## config.mk

```make
export PLATFORM = sky130hd
export DESIGN_NAME = controle_limiares_sensor
export DESIGN_NICKNAME = d
export VERILOG_FILES = /design/src/rtl/controle_limiares_sensor.sv
export SDC_FILE = /design/constraint.sdc
export NUM_CORES = 1
export LEC_CHECK = 0
export CAP_MARGIN = 15
export CORE_MARGIN = 1.5
export CORE_UTILIZATION = 55
export CTS_CLUSTER_SIZE = 24
export DETAILED_ROUTE_END_ITERATION = 16
export HOLD_SLACK_MARGIN = 0.02
export PLACE_DENSITY = 0.83
export SLEW_MARGIN = 20
export SYNTH_ARGS = -nofsm -noshare
export SYNTH_HDL_FRONTEND = slang
export SYNTH_HIERARCHICAL = 1
export SYNTH_SLANG_ARGS = --single-unit
```

## constraint.sdc

```tcl
create_clock -name clock -period 4.8 [get_ports clock]
set_input_delay 0.72 -clock clock [delete_from_list [all_inputs] [get_ports clock]]
set_output_delay 0.72 -clock clock [all_outputs]
set_load 0.03 [all_outputs]
```

## src/rtl/controle_limiares_sensor.sv

```systemverilog
// controle_limiares_sensor: scans N sensor channels against a high/low limit pair
// through one shared 8.8 comparator and keeps per-channel debounced alarms.
// Ports: clock/reset (async, active-low); iniciar starts a scan; valores packs
// channel k in [16k+15:16k]; limite_max/limite_min are the limits; alarme_alto/
// alarme_baixo are per-channel alarms; ocupado marks a scan in progress; pronto
// pulses at scan end; erro_config flags min > max at the last accepted start.
module comparador_float_sensor (
    input  logic [15:0] a,
    input  logic [15:0] b,
    output logic        gt,
    output logic        lt
);
    // integer byte sits in the MSBs, so plain unsigned order is 8.8 order
    assign gt = a > b;
    assign lt = a < b;
endmodule

module controle_limiares_sensor #(
    parameter int N_CANAIS = 4,
    parameter int DEBOUNCE = 3
) (
    input  logic                    clock,
    input  logic                    reset,
    input  logic                    iniciar,
    input  logic [16*N_CANAIS-1:0]  valores,
    input  logic [15:0]             limite_max,
    input  logic [15:0]             limite_min,
    output logic [N_CANAIS-1:0]     alarme_alto,
    output logic [N_CANAIS-1:0]     alarme_baixo,
    output logic                    ocupado,
    output logic                    pronto,
    output logic                    erro_config
);
    localparam int IW = N_CANAIS > 1 ? $clog2(N_CANAIS) : 1;
    localparam logic [3:0] DEB = 4'(DEBOUNCE);
    localparam logic [IW-1:0] ULTIMO = IW'(N_CANAIS - 1);

    typedef enum logic [1:0] {OCIOSO, CMP_MAX, CMP_MIN, FIM} estado_t;

    estado_t                estado_q, estado_d;
    logic [IW-1:0]          idx_q, idx_d;
    logic [16*N_CANAIS-1:0] snap_val_q, snap_val_d;
    logic [15:0]            snap_max_q, snap_max_d, snap_min_q, snap_min_d;
    logic                   acima_q, acima_d, erro_q, erro_d;
    logic [3:0]             cnt_alto_q [N_CANAIS];
    logic [3:0]             cnt_alto_d [N_CANAIS];
    logic [3:0]             cnt_baixo_q [N_CANAIS];
    logic [3:0]             cnt_baixo_d [N_CANAIS];
    logic [N_CANAIS-1:0]    alto_q, alto_d, baixo_q, baixo_d;
    logic [15:0]            canal, op_a, op_b;
    logic                   gt, lt;

    assign canal = snap_val_q[{idx_q, 4'b0000} +: 16];
    // idle: check limit consistency (min vs max); scanning: channel vs selected limit
    assign op_a = estado_q == OCIOSO ? limite_min : canal;
    assign op_b = estado_q == OCIOSO ? limite_max : estado_q == CMP_MAX ? snap_max_q : snap_min_q;

    comparador_float_sensor u_cmp (
        .a  (op_a),
        .b  (op_b),
        .gt (gt),
        .lt (lt)
    );

    always_comb begin
        estado_d    = estado_q;
        idx_d       = idx_q;
        snap_val_d  = snap_val_q;
        snap_max_d  = snap_max_q;
        snap_min_d  = snap_min_q;
        acima_d     = acima_q;
        erro_d      = erro_q;
        cnt_alto_d  = cnt_alto_q;
        cnt_baixo_d = cnt_baixo_q;
        alto_d      = alto_q;
        baixo_d     = baixo_q;
        case (estado_q)
            OCIOSO: if (iniciar) begin
                snap_val_d = valores;
                snap_max_d = limite_max;
                snap_min_d = limite_min;
                idx_d      = '0;
                erro_d     = gt;
                estado_d   = gt ? FIM : CMP_MAX;
            end
            CMP_MAX: begin
                acima_d  = gt;
                estado_d = CMP_MIN;
            end
            CMP_MIN: begin
                for (int k = 0; k < N_CANAIS; k++) begin
                    if (idx_q == IW'(k)) begin
                        cnt_alto_d[k]  = !acima_q ? 4'd0 : cnt_alto_q[k] == DEB ? DEB : cnt_alto_q[k] + 4'd1;
                        cnt_baixo_d[k] = !lt ? 4'd0 : cnt_baixo_q[k] == DEB ? DEB : cnt_baixo_q[k] + 4'd1;
                        alto_d[k]      = cnt_alto_d[k] == DEB;
                        baixo_d[k]     = cnt_baixo_d[k] == DEB;
                    end
                end
                estado_d = idx_q == ULTIMO ? FIM : CMP_MAX;
                idx_d    = idx_q == ULTIMO ? idx_q : idx_q + 1'b1;
            end
            default: estado_d = OCIOSO;
        endcase
    end

    always_ff @(posedge clock or negedge reset) begin
        if (!reset) begin
            estado_q   <= OCIOSO;
            idx_q      <= '0;
            snap_val_q <= '0;
            snap_max_q <= '0;
            snap_min_q <= '0;
            acima_q    <= 1'b0;
            erro_q     <= 1'b0;
            alto_q     <= '0;
            baixo_q    <= '0;
            for (int k = 0; k < N_CANAIS; k++) begin
                cnt_alto_q[k]  <= 4'd0;
                cnt_baixo_q[k] <= 4'd0;
            end
        end else begin
            estado_q    <= estado_d;
            idx_q       <= idx_d;
            snap_val_q  <= snap_val_d;
            snap_max_q  <= snap_max_d;
            snap_min_q  <= snap_min_d;
            acima_q     <= acima_d;
            erro_q      <= erro_d;
            alto_q      <= alto_d;
            baixo_q     <= baixo_d;
            cnt_alto_q  <= cnt_alto_d;
            cnt_baixo_q <= cnt_baixo_d;
        end
    end

    assign alarme_alto  = alto_q;
    assign alarme_baixo = baixo_q;
    assign ocupado      = estado_q != OCIOSO;
    assign pronto       = estado_q == FIM;
    assign erro_config  = erro_q;
endmodule

```

Word-level counts from Yosys, hierarchy flattened
Cells that the tools add are included.

word-level totals
  register bits = 142
  bits in latches = 0
  bits in writable memories = 0
  ROM bits = 0
  input bits = 99
  output and inout port bits = 11
  logic and storage cells = 95
  memories kept = 0

operators by class
  add/subtract/negate cells = 9
  $mul = 0
  div/mod/pow operators = 0
  $lt $le $gt $ge = 2
  eq/ne operators = 24
  shift operators = 1
  muxes and demuxes = 26
  bitwise logic cells = 0
  reduce and logical (&&, ||, !) cells = 10

operators with widths
  cell                 count
  $eq 4x2->1 const B   16
  $mux 4               16
  $shiftx 64x7->16     1
  $mux 16              3
  $add 4x1->4 const B  8
  $gt 16x16->1         1
  $lt 16x16->1         1
  $mux 2               5
  $reduce_and 2->1     5
  $eq 2x2->1 const B   4
  $pmux 2 s3           1
  $eq 2x1->1 const B   2
  $logic_not 2->1      2
  $ne 2x2->1 const B   2
  $pmux 2 s2           1
  $reduce_bool 2->1    2
  $reduce_and 3->1     1
  $add 2x1->2 const B  1

Logic depth before layout (Yosys ltp)
Gate-level depths: netlist of run 1.

  depth after elaboration = 7
  depth in mapped cells = 13
  depth with buffers taken out = 12

Hierarchy
Netlist of run 1, hierarchy kept.

by module, submodules not included
  module                    instances  cells each  area each (um^2)  sequential area each (um^2)
  controle_limiares_sensor  1          560         7079.3            3553.4
  comparador_float_sensor   1          60          430.4             0.0

Worst setup path after synthesis of run 1
No wires, ideal clock.

  kind = reg2reg
  start point = register idx_q[0]
  end point = register baixo_q[2], in the netlist alarme_baixo[2]
  library setup time = 0.110 ns
  arrival time = 3.108 ns
  required time = 4.690 ns
  setup slack = 1.582 ns
  cell stages (with the launch flop) = 12
  buffers on the path = 2
  clock period less this slack = 3.218 ns
  cell sequence = dfrtp_1 -> buf_4 -> buf_4 -> mux4_2 -> mux2_2 -> ha_1 -> nand4_4 -> nor2_1 -> a22o_1 -> nor3_1 -> inv_1 -> o41ai_1

between the ends
  word-level cells in the longest chain between the ends = 5
  elaborated cells between the ends (all ways) = 7
  classes of those cells = order compare (1); eq/ne (2); shift (1); mux (2); reduce/logical (1)

ends and longest elaborated chain
  what                    line  text
  from (decl)             41    logic [IW-1:0] idx_q, idx_d;
  from (signal assigned)  123   idx_q <= idx_d;
  $shiftx 64x7->16        53    assign canal = snap_val_q[{idx_q, 4'b0000} +: 16];
  $mux 16                 55    assign op_a = estado_q == OCIOSO ? limite_min : canal;
  named net op_a[11]      50    logic [15:0] canal, op_a, op_b;
  $lt 16x16->1            15    assign lt = a < b;
  named net lt            51    logic gt, lt;
  $mux 4                  94    cnt_baixo_d[k] = !lt ? 4'd0 : cnt_baixo_q[k] == DEB ? DEB : cnt_baixo_q[k] + 4'd1;
  $eq 4x2->1              96    baixo_d[k] = cnt_baixo_d[k] == DEB;
  to (signal assigned)    130   baixo_q <= baixo_d;
  to (decl)               49    logic [N_CANAIS-1:0] alto_q, alto_d, baixo_q, baixo_d;

The timed path passes the listed nets, and every way through them passes these cells.
A chain may end at the register's enable or synchronous reset.

Worst setup path after layout of run 1
  start point = register idx_q[1]
  end point = register baixo_q[3], in the netlist alarme_baixo[3]

Same word-level chain as after synthesis.

==> metrics.txt, run 1 <==
proportion of total power due to net switching=a little over a third; cell taking the most area after synthesis=dfrtp_1; list of cells traversed by the critical path=mux4_2, mux2_2, ha_1, a21oi_1, o21ai_0, a22o_1, nor3_1, buf_4, inv_1, o41ai_1; skew final=about 0.0077 ns; core region area=about 13000 µm²; initial antenna violation count=1; Post-CTS Hold Buffers=0; Synthesized Nets=between 700 and 800; Cell Int Power=4120 µW; number of vias after detailed routing=5343; measured slew at the worst slew-check pin=approximately 1.0 ns; total inserted antenna cells=0; share of post-route cells with drive strength above 1=a little under a quarter; number of global-route vias before repair=between 5000 and 6000; Setup Viol. Count Final=0; final wirelength=16600 µm; LEAKAGE=slightly below 0.004 µW; TritonCTS Buffers=17; share of the cycle needed by the critical path after routing=between 70% and 80%; commonest cells after routing, fill and taps aside=dfrtp_1, clkdlybuf4s50_1, mux2_2, o21ai_0, nand2_1; power share of the clock group=a little under a quarter; # clock sinks=approximately 140; final RePlAce weighted congestion=roughly 0.83; achievable clock frequency=271 MHz; power density over the cells=between 600 and 700 nW/µm²; critical path capture point type=flop; critical path class=reg2reg; worst-case clock buffer depth=2; overall die height=120 µm; delay of the slowest critical-path stage=between 1 and 1.5 ns; starting DRC count in detailed routing=roughly 330; post-synthesis sequential area ratio=approximately 47%; number of gates resized after CTS=0; DIE AREA=14400 µm²; number of max-slew violations in the final report=0; average footprint of a synthesized cell=between 10 and 15 µm²; sequential fraction of design power=approximately a third; layout overhead on the synthesized area=24.6%; Mapped Area=approximately 7500 µm²; Avg Vias per Cell=5.87; number of max-cap violations=0; share of the synthesized area in the top cell type=47.3%; global routing usage on met1=about a third; relative max-transition margin=32.4%; highest fanout seen on the critical path=20; minimum period implied by the final worst setup slack=about 3.7 ns; most area-consuming cells after synthesis=dfrtp_1, mux2_2, mux2_4; Sw Pwr=about 2300 µW; M2 GR Usage=about 40%; maximum number of pins on one net before global-route repair=120; Top-Level Pins=between 100 and 150; CTS HTree Levels=4; residual antenna-violating net count after detailed routing=0; Chip Width=approximately 120 µm; CP max stage cell=dfrtp_1; Fill cells=864; Synth Register Bits=between 100 and 150; cell chosen for the clock root=clkbuf_16; worst min path class=in2async; yosys warns=6; maximum VDD drop=around 0.34 mV; post-layout total power=about 6400 µW; DRC violation count after routing=0; run status=complete, no violations; share of total power in combinational logic=between 40% and 50%; reg-to-reg slack, setup=between 1 and 1.5 ns; nature of the critical path startpoint=flop; leading cell type in the layout, fill and taps excluded=dfrtp_1; met3 usage in global routing=under 10%; DRT Pass-1 Iters=5; number of failing hold endpoints at the final stage=0; port bufs=109; per-cell routed wire length=~18 µm; setup repair after global routing missed its margin=no; global-route congestion overflow total=0; arrival time at the worst endpoint=about 4.0 ns; number of post-CTS setup repair buffers=0; number of distinct standard cells referenced by the synthesized netlist=between 40 and 50; Tot GR Track Use=roughly a quarter; Core Rows=42; Final Net Count=about 850; wire length of the first global-routing pass=~28000 µm; TritonCTS clock tree=yes; starting utilization of the core area=a little under three fifths; cell count of the worst reg-to-reg path=10; footprint of the multi-input gates=3620 µm²; Final TNS setup=0 ns; Post-Syn Instances=620; data required time of the worst path=5.11 ns; Register Area=3550 µm²; grt peak-use layer=met2; clock transition time at the flip-flop clock pins of the worst setup and hold paths=0.06 ns; Clock Latency Late Sink=between 0.4 and 0.5 ns; Detail Placement HPWL=around 11000 µm
-- power groups by stage --
stage | Combinational, µW | Sequential [µW] | Clock [µW]
2_1_floorplan | 2180 | 1990 | 0
3_3_place_gp | 2670 | 2060 | 0
3_5_place_dp | 2800 | 2090 | 0
4_1_cts | 2850 | 2080 | 1490
5_1_grt | 3140 | 2140 | 1550
6_report | 2840 | 2090 | 1470
-- synth_stat cells, drive strengths merged --
| cell | count |
|---|---|
| a31o | 1 |
| nand2 | 46 |
| nand3 | 9 |
| nor4 | 1 |
| nand4 | 3 |
| dfrtp | 142 |
| inv | 41 |
| mux4 | 16 |
| a21o | 1 |
| or4 | 1 |
| nand3b | 11 |
| clkbuf | 15 |
| ha | 28 |
| xnor2 | 10 |
| mux2i | 16 |
| o21ai | 57 |
| nor3 | 2 |
| a31oi | 3 |
| and2 | 2 |
| nor3b | 12 |
| a22o | 15 |
| o221ai | 4 |
| o41ai | 4 |
| o22ai | 10 |
| a21oi | 13 |
| and3b | 4 |
| o31a | 1 |
| maj3 | 1 |
| o31ai | 4 |
| mux2 | 113 |
| buf | 19 |
| a22oi | 1 |
| nor2 | 13 |
| nand2b | 1 |
-- routing by layer --
metal  wire length (µm)  part of all wire (%)
met1               7010                    42
met4                646                   3.9
met3                854                   5.1
met2               8100                    49
met5                 13                 0.078
-- logic make-up after synthesis --
| group | after synthesis | synth area share, % |
|---|---|---|
| AOI/OAI and AO/OA | 114 | 9.26 |
| and+or+nand+nor | 105 | 7.60 |
| buffers and inverters | 75 | 4.48 |
| muxes | 145 | 25.4 |
| DFF | 142 | 47.3 |
| xor gates and xnor gates | 10 | 1.17 |
| adders and majority gates | 29 | 4.80 |
-- final cells by class --
class	instances	share of cell area [%]
Multi-Input combinational cell	403	38.7
Sequential cell	142	38.0
Timing Repair Buffer	116	12.3
Clock buffer	17	4.55
Clock inverter	15	2.51
Tap cell	176	2.35
Inverter	41	1.64
-- registers in the layout, indices dropped and copies added (netlist names) --
name,count
cnt_baixo_q,16
estado_q,2
snap_min_q,16
snap_max_q,16
alarme_baixo,4
cnt_alto_q,16
erro_config,1
idx_q,2
alarme_alto,4
snap_val_q,64
acima_q,1
-- stage by stage --
stage,setup slack (ns),utilization (%),instances,hold slack (ns),instance area [µm²]
6_report,1.11,70.4,910,0.419,9360
2_1_floorplan,1.58,-,620,0.424,7510
4_1_cts,1.13,70.4,910,0.478,9360
3_5_place_dp,1.21,65.4,878,0.464,8690
5_1_grt,0.893,70.4,910,0.515,9360
3_3_place_gp,1.35,65.4,878,0.455,8690
-- worst max-delay path, delay by kind of cell, from the launching register on --
family | cells | cell delay (ns)
adders and majority gates | 1 | 0.33
buffers and inverters | 2 | 0.37
DFF | 1 | 1.01
AOI/OAI and AO/OA | 4 | 0.90
muxes | 2 | 0.73
and+or+nand+nor | 1 | 0.23
-- path summary, 6_finish.rpt --
kind | startpoint | end
worst max-delay path | idx_q[1] | alarme_baixo[3]
worst min-delay path | reset | alarme_alto[2]
worst max register to register | idx_q[1] | alarme_baixo[3]
worst min register to register | alarme_alto[0] | alarme_alto[0]
max in group asynchronous | reset | snap_val_q[7]
min in group clock | alarme_alto[0] | alarme_alto[0]
Power figures use the tool's default switching activity.
==> run 2, diff against run 1 <==
clock period = 3.7 ns   (was 4.8 ns; I/O delays follow)
==> run 2 against run 1 <==
  * Final area fell by 0.15%
  * Non-clock buffer count rose by 2
  * Fmax rose by 9.6%
  * Wire length rose by 3.5%
  * First-iteration DRC count fell by 15%
  * Core utilization fell by 0.10 points
==> metrics.txt, run 2 (same netlist as run 1, synthesis figures left out) <==
non-filler instance count after layout=911 (+0.11%); clock transition time at the flip-flop clock pins of the worst setup and hold paths=0.06 ns (about the same); Chip Width=120 µm (unchanged); skew final=0.00794 ns (+0.000277 ns); per-cell routed wire length=18.9 µm (+3.4%); DIE AREA=14400 µm² (unchanged); number of max-slew violations in the final report=0 (unchanged); share of the cycle needed by the critical path after routing=91.1% (+14 points); worst setup timing slack at the placement stage=0.399 ns (-0.809 ns); cell count of the worst reg-to-reg path=11 (+1); number of flip-flops in the largest register=64 (unchanged); Final Net Count=850 (+0.24%); critical path class=reg2reg; # clock sinks=142 (unchanged); layout overhead on the synthesized area=24.4%; highest fanout seen on the critical path=15 (-25%); DRT Pass-1 Iters=5 (unchanged); core region area=13300 µm² (unchanged); initial antenna violation count=1 (unchanged); minimum period implied by the final worst setup slack=3.37 ns (-0.324 ns); measured slew at the worst slew-check pin=0.966 ns (-0.0482 ns); Setup Viol. Count Final=0 (unchanged); setup repair after global routing missed its margin=no; Top-Level Pins=110 (unchanged); Core Rows=42 (unchanged); Avg Vias per Cell=5.85 (-0.32%); starting DRC count in detailed routing=283 (-15%); Final TNS setup=0 ns (unchanged); CTS HTree Levels=4 (unchanged); DRC violation count after routing=0 (unchanged); number of failing hold endpoints at the final stage=0 (unchanged); share of post-route cells with drive strength above 1=23.5% (-0.30 points); arrival time at the worst endpoint=3.68 ns (-0.32 ns); maximum number of pins on one net before global-route repair=103 (-14%); maximum VDD drop=0.513 mV (+50%); worst-case clock buffer depth=2 (unchanged); port bufs=109 (unchanged); relative max-transition margin=35.6% (+3.2 points); overall die height=120 µm (unchanged); nature of the critical path startpoint=flop; final wirelength=17200 µm (+3.5%); total inserted antenna cells=0 (unchanged); wire length of the first global-routing pass=27800 µm (-0.93%); number of gates resized after CTS=0 (unchanged); FF-to-FF End=alarme_baixo[2]; commonest cells after routing, fill and taps aside=dfrtp_1, clkdlybuf4s50_1, mux2_2, o21ai_0, nand2_1; LEAKAGE=0.00398 µW (+0.12%); worst min path class=in2async; Tot GR Track Use=25.1% (about the same); final RePlAce weighted congestion=0.785 (-4.9%); critical path capture point type=flop; data required time of the worst path=4.01 ns (-1.10 ns); cell chosen for the clock root=clkbuf_16; Detail Placement HPWL=11400 µm (+2.1%); power density over the cells=877 nW/µm² (+28%); worst hold slack=0.216 ns (-0.204 ns); Clock Latency Late Sink=0.43 ns (about the same); number of vias after detailed routing=5332 (-0.21%); setup slack after layout=0.331 ns (-0.776 ns); r2r startpoint=idx_q[0]; global-route congestion overflow total=0 (unchanged); Post-CTS Hold Buffers=0 (unchanged); TritonCTS clock tree=yes; run status=complete, no violations; number of max-cap violations=0 (unchanged); number of post-CTS setup repair buffers=0 (unchanged); reg-to-reg slack, setup=0.33 ns (-0.78 ns); achievable clock frequency=297 MHz (+9.6%); TritonCTS Buffers=17 (unchanged); leading cell type in the layout, fill and taps excluded=dfrtp_1; number of cells in the design after placement=880 (+0.23%); residual antenna-violating net count after detailed routing=0 (unchanged); starting utilization of the core area=56.5% (unchanged); final cell utilization of the core=70.3% (-0.10 points); register containing the most flip-flops in the final layout=snap_val_q; number of global-route vias before repair=5491 (-2.6%)
==> run 2: report_power, final <==
| part | internal [µW] | switching [µW] |
|---|---|---|
| logic | 1940 | 1830 |
| clock network | 1090 | 627 |
| registers | 2230 | 481 |
| total | 5260 | 2940 |
==> run 2: critical path, cell delays in order, from the launching register on <==
cell     delay (ns)
dfrtp_1        0.34
buf_4          0.28
mux4_2         0.56
mux2_2         0.30
ha_1           0.32
a21oi_1        0.13
o21ai_1        0.08
a22o_1         0.24
nor3_1         0.22
buf_4          0.24
inv_1          0.13
o41ai_1        0.38
==> run 2: area by class of cell <==
cell class / instances / area [µm²]
clock inverter: 5 / 77.6
fill: 913 / 3950
inverter: 41 / 154
multi-input combinational: 403 / 3620
tap: 176 / 220
clock buffer: 26 / 519
sequential: 142 / 3550
timing repair buffer: 118 / 1200
==> run 2: per-layer routing <==
layer / global-route usage (%) / up-vias / share of wire (%)
met3: 6.13 / 33 / 4.8
met1: 31.1 / 2680 / 41
met4: 10.6 / 2 / 2.8
met5: 0 / - / 0.058
met2: 42.3 / 176 / 51
li1: - / 2441 / -
==> run 2: per-stage QoR <==
stage	total power (µW)	instance area, µm²
global route	8710	9340
finish	8200	9340
floorplan	5410	7510
CTS	8180	9340
detailed placement	6380	8750
global placement	6170	8750
==> run 2: how the worst max path moves through the flow <==
stage                  start         endpoint  slack, ns  depth (start not counted)
finish              idx_q[0]  alarme_baixo[2]       0.33                         11
global route        idx_q[0]  alarme_baixo[2]       0.08                         11
floorplan           idx_q[0]  alarme_baixo[2]       0.48                         11
CTS                 idx_q[0]  alarme_baixo[2]       0.32                         11
global placement    idx_q[0]  alarme_baixo[3]       0.48                         11
detailed placement  idx_q[0]  alarme_baixo[2]       0.40                         11
==> run 3, diff against run 2 <==
SETUP_SLACK_MARGIN = 0.02   (was unset)
SLEW_MARGIN = unset   (was 20)
==> results of run 3 <==
The final DEF is identical to that of run 2; final timing and power are the same.
